<file path="src/rtl/err_demod_pkg.sv">
// Shared types and width helpers for the FOG square-wave demodulator.
package err_demod_pkg;

   localparam int unsigned AVG_SEL_W = 4;

   typedef enum logic [1:0] {
      IDLE = 2'd0,
      WAIT = 2'd1,
      ACC  = 2'd2,
      DONE = 2'd3
   } demod_state_e;

   function automatic int unsigned acc_width(input int unsigned adc_w, input int unsigned max_log2);
      return adc_w + max_log2;
   endfunction

   // Limit the requested averaging depth to what the accumulator can hold.
   function automatic logic [AVG_SEL_W-1:0] avg_clamp(input logic [AVG_SEL_W-1:0] sel,
                                                      input int unsigned max_log2);
      return (32'(sel) > max_log2) ? AVG_SEL_W'(max_log2) : sel;
   endfunction

endpackage

</file>
<file path="src/rtl/err_half_accum.sv">
// One modulation half: settling-wait countdown, then accumulation of 2^avg_eff
// sign-extended ADC samples. sum is stable from the cycle done pulses.
module err_half_accum
   import err_demod_pkg::*;
#(
   parameter int unsigned ADC_W        = 14,
   parameter int unsigned MAX_AVG_LOG2 = 8,
   parameter int unsigned WAIT_W       = 16
) (
   input  logic                                      clk,
   input  logic                                      rst_n,
   input  logic                                      start,
   input  logic                                      wait_en,
   input  logic                                      acc_en,
   input  logic [WAIT_W-1:0]                         wait_cnt,
   input  logic [AVG_SEL_W-1:0]                      avg_eff,
   input  logic [ADC_W-1:0]                          adc_data,
   output logic [acc_width(ADC_W, MAX_AVG_LOG2)-1:0] sum,
   output logic                                      done,
   output logic                                      busy,
   output logic                                      wait_last_c,
   output logic                                      acc_last_c
);

   localparam int unsigned ACC_W = acc_width(ADC_W, MAX_AVG_LOG2);
   localparam int unsigned SMP_W = MAX_AVG_LOG2;

   logic [WAIT_W-1:0] wait_q;
   logic [SMP_W-1:0]  smp_q;
   logic [ACC_W-1:0]  adc_ext;

   assign adc_ext     = {{MAX_AVG_LOG2{adc_data[ADC_W-1]}}, adc_data};
   assign wait_last_c = (wait_q == WAIT_W'(1));
   assign acc_last_c  = (smp_q == '0);

   // A new start always wins, discarding any partial accumulation.
   always_ff @(posedge clk or negedge rst_n) begin
      if (!rst_n) begin
         wait_q <= '0;
         smp_q  <= '0;
         sum    <= '0;
         done   <= 1'b0;
         busy   <= 1'b0;
      end else begin
         done <= 1'b0;
         if (start) begin
            wait_q <= wait_cnt;
            smp_q  <= SMP_W'((32'd1 << avg_eff) - 32'd1);
            sum    <= '0;
            busy   <= 1'b1;
         end else if (wait_en) begin
            wait_q <= wait_q - WAIT_W'(1);
         end else if (acc_en) begin
            sum   <= sum + adc_ext;
            smp_q <= smp_q - SMP_W'(1);
            if (acc_last_c) begin
               done <= 1'b1;
               busy <= 1'b0;
            end
         end
      end
   end

endmodule

</file>
<file path="src/rtl/err_signal_gen_v6.sv">
// FOG closed-loop square-wave demodulator: err = polarity * mean(high - low) + offset.
// Define ERR_SAT_EN for a saturating output with a sticky o_sat flag.
module err_signal_gen_v6
   import err_demod_pkg::*;
#(
   parameter int unsigned ADC_W        = 14,
   parameter int unsigned ERR_W        = 32,
   parameter int unsigned MAX_AVG_LOG2 = 8,
   parameter int unsigned WAIT_W       = 16
) (
   input  logic                 i_clk,
   input  logic                 i_rst_n,
   input  logic                 i_status,
   input  logic                 i_trig,
   input  logic                 i_polarity,
   input  logic [WAIT_W-1:0]    i_wait_cnt,
   input  logic [AVG_SEL_W-1:0] i_avg_sel,
   input  logic [ERR_W-1:0]     i_err_offset,
   input  logic [ADC_W-1:0]     i_adc_data,
   output logic [ERR_W-1:0]     o_err,
   output logic                 o_err_vld,
   output logic                 o_ramp_sync,
   output logic                 o_step_sync,
   output logic                 o_ovr,
   output logic                 o_sat
);

   localparam int unsigned ACC_W = acc_width(ADC_W, MAX_AVG_LOG2);
   localparam int unsigned DIF_W = ACC_W + 1;
`ifdef ERR_SAT_EN
   localparam int unsigned SUM_W = ERR_W + 1;
`else
   localparam int unsigned SUM_W = ERR_W;
`endif

   demod_state_e            state_q, state_nxt;
   logic                    start_c, ovr_c;
   logic                    wait_last_c, acc_last_c, half_done, half_busy;
   logic [ACC_W-1:0]        half_sum, sum_h_q, sum_l_q;
   logic                    half_q, hv_q, cmp_q;
   logic [AVG_SEL_W-1:0]    avg_q, cmp_avg_q, avg_sel_c;
   logic signed [DIF_W-1:0] diff_c, shift_c, dem_c;
   logic signed [SUM_W-1:0] total_c;
   logic [ERR_W-1:0]        err_c;

   assign avg_sel_c = avg_clamp(i_avg_sel, MAX_AVG_LOG2);

   err_half_accum #(
      .ADC_W        (ADC_W),
      .MAX_AVG_LOG2 (MAX_AVG_LOG2),
      .WAIT_W       (WAIT_W)
   ) u_half (
      .clk         (i_clk),
      .rst_n       (i_rst_n),
      .start       (start_c),
      .wait_en     (state_q == WAIT),
      .acc_en      (state_q == ACC),
      .wait_cnt    (i_wait_cnt),
      .avg_eff     (avg_sel_c),
      .adc_data    (i_adc_data),
      .sum         (half_sum),
      .done        (half_done),
      .busy        (half_busy),
      .wait_last_c (wait_last_c),
      .acc_last_c  (acc_last_c)
   );

   always_ff @(posedge i_clk or negedge i_rst_n) begin
      if (!i_rst_n) state_q <= IDLE;
      else          state_q <= state_nxt;
   end

   // Any trigger restarts a half; one landing while the half is busy is an overrun.
   always_comb begin
      state_nxt = state_q;
      start_c   = 1'b0;
      ovr_c     = i_trig && half_busy;
      case (state_q)
         IDLE, DONE: start_c = i_trig;
         WAIT: begin
            start_c = i_trig;
            if (wait_last_c) state_nxt = ACC;
         end
         ACC: begin
            start_c = i_trig;
            if (acc_last_c) state_nxt = DONE;
         end
         default: state_nxt = IDLE;
      endcase
      if (start_c) state_nxt = (i_wait_cnt == '0) ? ACC : WAIT;
   end

   // Difference is widened one bit so it cannot overflow before the mean shift.
   always_comb begin
      diff_c  = $signed({sum_h_q[ACC_W-1], sum_h_q}) - $signed({sum_l_q[ACC_W-1], sum_l_q});
      shift_c = diff_c >>> cmp_avg_q;
      dem_c   = i_polarity ? -shift_c : shift_c;
      total_c = SUM_W'(dem_c) + SUM_W'($signed(i_err_offset));
      err_c   = total_c[ERR_W-1:0];
`ifdef ERR_SAT_EN
      if (total_c[ERR_W] != total_c[ERR_W-1])
         err_c = total_c[ERR_W] ? {1'b1, {(ERR_W-1){1'b0}}} : {1'b0, {(ERR_W-1){1'b1}}};
`endif
   end

   always_ff @(posedge i_clk or negedge i_rst_n) begin
      if (!i_rst_n) begin
         o_err       <= '0;
         o_err_vld   <= 1'b0;
         o_ramp_sync <= 1'b0;
         o_step_sync <= 1'b0;
         o_ovr       <= 1'b0;
         half_q      <= 1'b0;
         avg_q       <= '0;
         cmp_avg_q   <= '0;
         sum_h_q     <= '0;
         sum_l_q     <= '0;
         hv_q        <= 1'b0;
         cmp_q       <= 1'b0;
      end else begin
         o_err_vld   <= cmp_q;
         o_ramp_sync <= o_err_vld;
         o_step_sync <= i_trig;
         o_ovr       <= ovr_c;
         cmp_q       <= half_done && !half_q && hv_q;
         if (start_c) begin
            half_q <= i_status;
            avg_q  <= avg_sel_c;
         end
         if (half_done) begin
            if (half_q) begin
               sum_h_q <= half_sum;
               hv_q    <= 1'b1;
            end else if (hv_q) begin
               sum_l_q   <= half_sum;
               cmp_avg_q <= avg_q;
            end
         end
         if (cmp_q) begin
            o_err <= err_c;
            hv_q  <= 1'b0;
         end
         if (ovr_c) hv_q <= 1'b0;
      end
   end

`ifdef ERR_SAT_EN
   always_ff @(posedge i_clk or negedge i_rst_n) begin
      if (!i_rst_n)                                           o_sat <= 1'b0;
      else if (cmp_q && (total_c[ERR_W] != total_c[ERR_W-1])) o_sat <= 1'b1;
   end
`else
   assign o_sat = 1'b0;
`endif

endmodule

</file>
<file path="config.mk">
export PLATFORM = sky130hd
export DESIGN_NAME = err_signal_gen_v6
export DESIGN_NICKNAME = d
export VERILOG_FILES = /design/src/rtl/err_demod_pkg.sv /design/src/rtl/err_half_accum.sv /design/src/rtl/err_signal_gen_v6.sv
export SDC_FILE = /design/constraint.sdc
export NUM_CORES = 1
export LEC_CHECK = 0
export BUFFER_PORTS_ARGS = -buffer_cell sky130_fd_sc_hd__buf_2
export CAP_MARGIN = 20
export CORE_MARGIN = 2
export CORE_UTILIZATION = 40
export DETAILED_ROUTE_END_ITERATION = 8
export GPL_TIMING_DRIVEN = 1
export PLACE_DENSITY = 0.67
export SYNTH_ARGS = -nofsm -noshare
export SYNTH_HDL_FRONTEND = slang
export SYNTH_SLANG_ARGS = --single-unit
export TNS_END_PERCENT = 10
</file>
<file path="constraint.sdc">
create_clock -name i_clk -period 7.3 [get_ports i_clk]
set_clock_uncertainty 0.15 [all_clocks]
set_input_delay 1.095 -clock i_clk [delete_from_list [all_inputs] [get_ports i_clk]]
set_output_delay 1.095 -clock i_clk [all_outputs]
set_load 0.02 [all_outputs]
</file>
# Word level (Yosys, flattened, before mapping)
# Cells that the tools add are included.
# W data, S select, Z words.
# op_classes
reduce_logical,20
bitwise,1
addsub,7
mux,28
order_cmp,1
n_shift,2
n_eq_ne,7
# ops
op,count
$mux W22,3
$add A23 B32 Y32,1
$mux W16,2
$mux W8,3
$mux W23,1
$neg A23 Y23,1
$sshr A23 B4 Y23,1
$sub A22 B22 Y23,1
$add A22 B22 Y22,1
$eq A16 B1 Y1 const B,1
$logic_not A16 Y1,1
$sub A16 B1 Y16 const B,1
$sub A8 B1 Y8 const B,2
$mux W1,13
$reduce_and A3 Y1,3
$reduce_bool A3 Y1,3
$logic_not A8 Y1,1
$mux W2,4
$shl A1 B4 Y8 const A,1
$ne A3 B3 Y1 const B,2
$reduce_and A2 Y1,3
$reduce_bool A2 Y1,3
$eq A2 B2 Y1 const B,2
$gt A4 B4 Y1 const B,1
other kinds (9),11
# totals
inputBits,71
elab_cells,84
reg_bits,141
output_inout_bits,37

# Logic depth before layout (Yosys ltp)
# logic_depth
depth_word,5
ltp_mapped,31
mapped_depth_nobuf,30

# Cells and area by module
# Synthesis repeated with hierarchy kept, for this count alone.
# hier_totals
hier_cells,1437
area_unflattened_um2,12379.4
# by_module_without_submodules
module,instances,cells_per_inst,seq_area_each_um2,area_each_um2
err_signal_gen_v6,1,1036,2327.2,8962.3
err_half_accum,1,401,1201.2,3417.0

# Worst setup path after synthesis
# No wires, ideal clock.
# synth_timing
path_type,register to register
from,register sum_h_q[0]
to,register o_err[28]
setup_time_ps,125
setup_slack_ps,433
arrival_time_ps,6592
stages_incl_launch_ff,31
path_buffers,0
path_cell_list,dfrtp_1 > inv_1 > ha_1 > inv_1 > fa_1 > a211oi_2 > o21ai_1 > a41o_1 > a211o_1 > o211a_2 > mux2_2 > mux2_2 > o31ai_2 > ha_1 > o2111ai_1 > or2_1 > o31ai_1 > xnor2_1 > ha_1 > and3_1 > a221o_1 > a31oi_1 > a21oi_1 > o22ai_1 > o311ai_1 > a221o_1 > a211o_1 > a31o_2 > a21oi_1 > xnor2_1 > mux2_2
# synth_via
elab_chain_cells,5
# synth_lines
item,line,text
"start, declared",err_signal_gen_v6.sv:39,"logic [ACC_W-1:0] half_sum, sum_h_q, sum_l_q;"
"start signal, assigned",err_signal_gen_v6.sv:132,sum_h_q <= half_sum;
$sub A22 B22 Y23 (*),err_signal_gen_v6.sv:95,"diff_c = $signed({sum_h_q[ACC_W-1], sum_h_q}) - $signed({sum_l_q[ACC_W-1], sum_l_q});"
$sshr A23 B4 Y23 (*),err_signal_gen_v6.sv:96,shift_c = diff_c >>> cmp_avg_q;
$neg A23 Y23,err_signal_gen_v6.sv:97,dem_c = i_polarity ? -shift_c : shift_c;
$mux W23 (*),err_signal_gen_v6.sv:97,
$add A23 B32 Y32 (*),err_signal_gen_v6.sv:98,total_c = SUM_W'(dem_c) + SUM_W'($signed(i_err_offset));
"end signal, assigned",err_signal_gen_v6.sv:140,o_err <= err_c;
"end, declared",err_signal_gen_v6.sv:20,"output logic [ERR_W-1:0] o_err,"
# Every way passes the cells marked *; elsewhere a longest branch is shown, timed or not.
# A chain may end at the register's enable or synchronous reset.

# Worst setup path after layout
# Same ends and word-level chain as after synthesis.

==> flow_summary.json <==
{
  "outcome": "completed",
  "yosys-top-cells-area": "dfrtp_1, ha_1, mux2_2, nand2_1, xnor2_1",
  "clock-sinks": 141,
  "synthesis.area_sq_um": 11700,
  "power_density_nw_per_um2": 231,
  "cp_num_buf_inv": 2,
  "cts_made_buffers": 17,
  "synth_cell_type_count": 93,
  "yosysTopAreaCell": "dfrtp_1",
  "final_nets": 1590,
  "synth_area_per_cell_sq_um": 8.69,
  "start_util_pct": 40.6,
  "slew_violations": 0,
  "clock.fmax_ghz": 0.142,
  "cp_data_arrival_time_ns": 7.23,
  "htreeDepth": 4,
  "setup_viol": 0,
  "crit_path_start": "sum_h_q[0]",
  "mostFrequentLayoutCells": "nand2_1, dfrtp_1, buf_2",
  "hp-class": "flop to flop",
  "root_buffer": "clkbuf_16",
  "crit_type": "flop to flop",
  "ys_seq_area_share_pct": 30.3,
  "io_pins": 108,
  "postSynthCellCount": 1341,
  "chipWidth_microns": 175,
  "timing.hold.ws_ns": 0.244,
  "clk_latency_ns": 0.44,
  "dr.first_iter.drc_count": 687,
  "grt_util_met3_pct": 2.61,
  "async_flop_share_pct": 100,
  "fin_ws_ns": 0.235,
  "grt_max_degree": 73,
  "grt_pass1_vias": 9686,
  "r2r_cells": 30,
  "synth_nets": 1498,
  "r2r-start": "sum_h_q[0]",
  "routed_wl_microns": 28400,
  "synth_top_area_share_pct": 30.3,
  "cp_max_fo": 4,
  "end_kind": "flop",
  "drc_errors": 0,
  "worstReg2RegEnd": "o_err[28]",
  "fin_crit_ns": 7.07,
  "layout_commonest_cell": "nand2_1",
  "grt_usage_pct": 18.3,
  "dieArea_sq_um": 30500,
  "grt_pass1_wl_microns": 46700,
  "hold_buffers": 0,
  "grt.overflow.total": 0,
  "crit_required_ns": 7.47,
  "dp_hpwl_microns": 21000,
  "crit_path_max_incr_delay_ns": 0.39,
  "cpMostUsedCell": "mux2_2",
  "cts_tree": "built",
  "slowest_stage": "dfrtp_1",
  "total_power_mw": 3.09,
  "path_depth": 30,
  "nFillCells": 2792,
  "start_kind": "flop",
  "synthFlopType": "dfrtp_1",
  "grt_antenna_before_repair": 0,
  "pre_cts_ws_ns": 0.0468,
  "yosysWarningCount": 0,
  "clkTransAtPathRegs_ns": 0.08,
  "busiest_layer": "met2",
  "dr.pass1.iters": 6,
  "fin_crit_sh_pct": 96.8,
  "ant_nets": 0,
  "io_buffers": 106,
  "power_leakage_nw": 6.05,
  "diodes": 0,
  "drv_cap": 0,
  "synth_edf_count": 0,
  "worst_slew_pin_slew_ns": 1.01,
  "rows": 62,
  "r2r_setup_slack_ns": 0.23,
  "viasPerCell": 5.58,
  "ir_drop_uv": 164,
  "cts_buffer_depth": 2,
  "slew_headroom_pct": 32.3,
  "synthToLayoutAreaGrowth_pct": 15.1,
  "design.core.area_sq_um": 28700,
  "die_h_microns": 175,
  "synth_seq_cells": 141,
  "crit_family": "compound AO/OA/AOI/OAI gates",
  "avgRoutedWirePerCell_microns": 15.5,
  "critPathCapture": "o_err[28]",
  "hold_violations": 0,
  "gp_congestion": 0.913,
  "gr-usage-met1_pct": 25.4,
  "vias": 10203,
  "grt_use_met2_pct": 29.8,
  "drive_gt1_share_pct": 20.5
}
[metal layers]
metal / vias to the layer above / wire length (microns)
li1: 5098 / -
met5: - / 0
met2: 246 / 13000
met3: 37 / 1170
met1: 4822 / 13700
met4: 0 / 465
[state kept, by name (all words and copies together) (netlist names)]
register and count:
u_half.done 1, hv_q 1, avg_q 4, o_ovr 1, u_half.smp_q 8, half_q 1, u_half.sum 22, cmp_avg_q 4
sum_l_q 22, o_ramp_sync 1, o_err 32, cmp_q 1, o_err_vld 1, o_step_sync 1, u_half.wait_q 16, sum_h_q 22
state_q 2, u_half.busy 1
[final cells by class]
type                    instances  area, sq um  share of cell area, %
clock buffers                  17          425                   3.17
clock inverters                15          195                   1.45
inverters                      58          218                   1.62
multi-input cells            1078         7800                   58.1
flip-flops and latches        141         3530                   26.3
well taps                     384          480                   3.58
repair buffers                137          769                   5.73
[cells in the mapped netlist, types with 5 or more instances]
| cell type | instances |
|---|---|
| a211o_1 | 9 |
| a211oi_1 | 15 |
| a21o_1 | 23 |
| a21oi_1 | 98 |
| a31oi_1 | 22 |
| a32oi_1 | 6 |
| a41oi_1 | 9 |
| and2_1 | 15 |
| and3_1 | 19 |
| buf_1 | 8 |
| buf_2 | 8 |
| clkbuf_1 | 45 |
| dfrtp_1 | 141 |
| ha_1 | 83 |
| inv_1 | 55 |
| mux2_2 | 61 |
| mux2i_1 | 16 |
| mux4_2 | 5 |
| nand2_1 | 161 |
| nand2b_1 | 15 |
| nand3_1 | 23 |
| nand3b_1 | 7 |
| nand4_1 | 6 |
| nand4b_1 | 5 |
| nor2_1 | 69 |
| nor2b_1 | 11 |
| nor3_1 | 30 |
| nor4_1 | 14 |
| o211ai_1 | 17 |
| o21a_1 | 13 |
| o21ai_0 | 88 |
| o21ai_1 | 8 |
| o21bai_1 | 6 |
| o22ai_1 | 5 |
| o31ai_1 | 5 |
| or2_2 | 9 |
| or3_1 | 13 |
| xnor2_1 | 67 |
| xor2_1 | 33 |
[cell families after synthesis]
kind of cell             count (synthesis)  synth area share [%]
AND/OR/NAND/NOR                        418                  17.7
XOR/XNOR                               100                  7.51
other                                    1                0.0322
flip-flops                             141                  30.3
AO/OA/AOI/OAI                          387                  22.3
buffers and inverters                  122                  4.11
adder cells (fa/ha/maj)                 86                  9.43
multiplexers                            86                  8.71
[stage by stage]
step	cell area, sq um	std cells	utilization (%)	TNS [ns]
finish	13400	1830	46.8	0
global route	13400	1830	46.8	-0.0723
CTS	13200	1821	46.0	0
detailed placement	12600	1789	43.8	0
global placement	12600	1789	43.8	0
floorplan	11700	1341	-	0
[how the worst min path moves through the flow]
stage / depth (start not counted) / slack [ns] / to / from
6_report: 0 / 0.24 / o_ramp_sync / o_err_vld
3_5_place_dp: 0 / 0.25 / o_ramp_sync / o_err_vld
2_1_floorplan: 0 / 0.20 / o_err_vld / cmp_q
4_1_cts: 0 / 0.26 / o_ramp_sync / o_err_vld
3_3_place_gp: 0 / 0.25 / o_ramp_sync / o_err_vld
5_1_grt: 0 / 0.27 / o_ramp_sync / o_err_vld
[worst reg2reg max path, delay by kind of cell (launching register included)]
family | cells | cell delay, ns
AND/OR/NAND/NOR | 1 | 0.28
multiplexers | 3 | 0.82
buffers and inverters | 2 | 0.12
flip-flops | 1 | 0.39
AO/OA/AOI/OAI | 18 | 3.88
XOR/XNOR | 2 | 0.17
adder cells (fa/ha/maj) | 4 | 1.12
[report_power, final]
group | switching (mW) | leakage, nW | internal (mW) | total, mW
combinational | 0.693 | 3.90 | 0.542 | 1.24
clock | 0.414 | 0.306 | 0.524 | 0.938
sequential | 0.0533 | 1.84 | 0.867 | 0.921
total | 1.16 | 6.05 | 1.93 | 3.09
[repair_timing]
| item | 4_1_cts | 5_1_grt |
|---|---|---|
| setup endpoints to repair | 0 | 6 |
| endpoints found under the hold margin | 0 | 0 |
| buffers inserted | 0 | 9 |
| resized for setup | 0 | 29 |
Note: power is estimated with default switching activity, not from simulation.
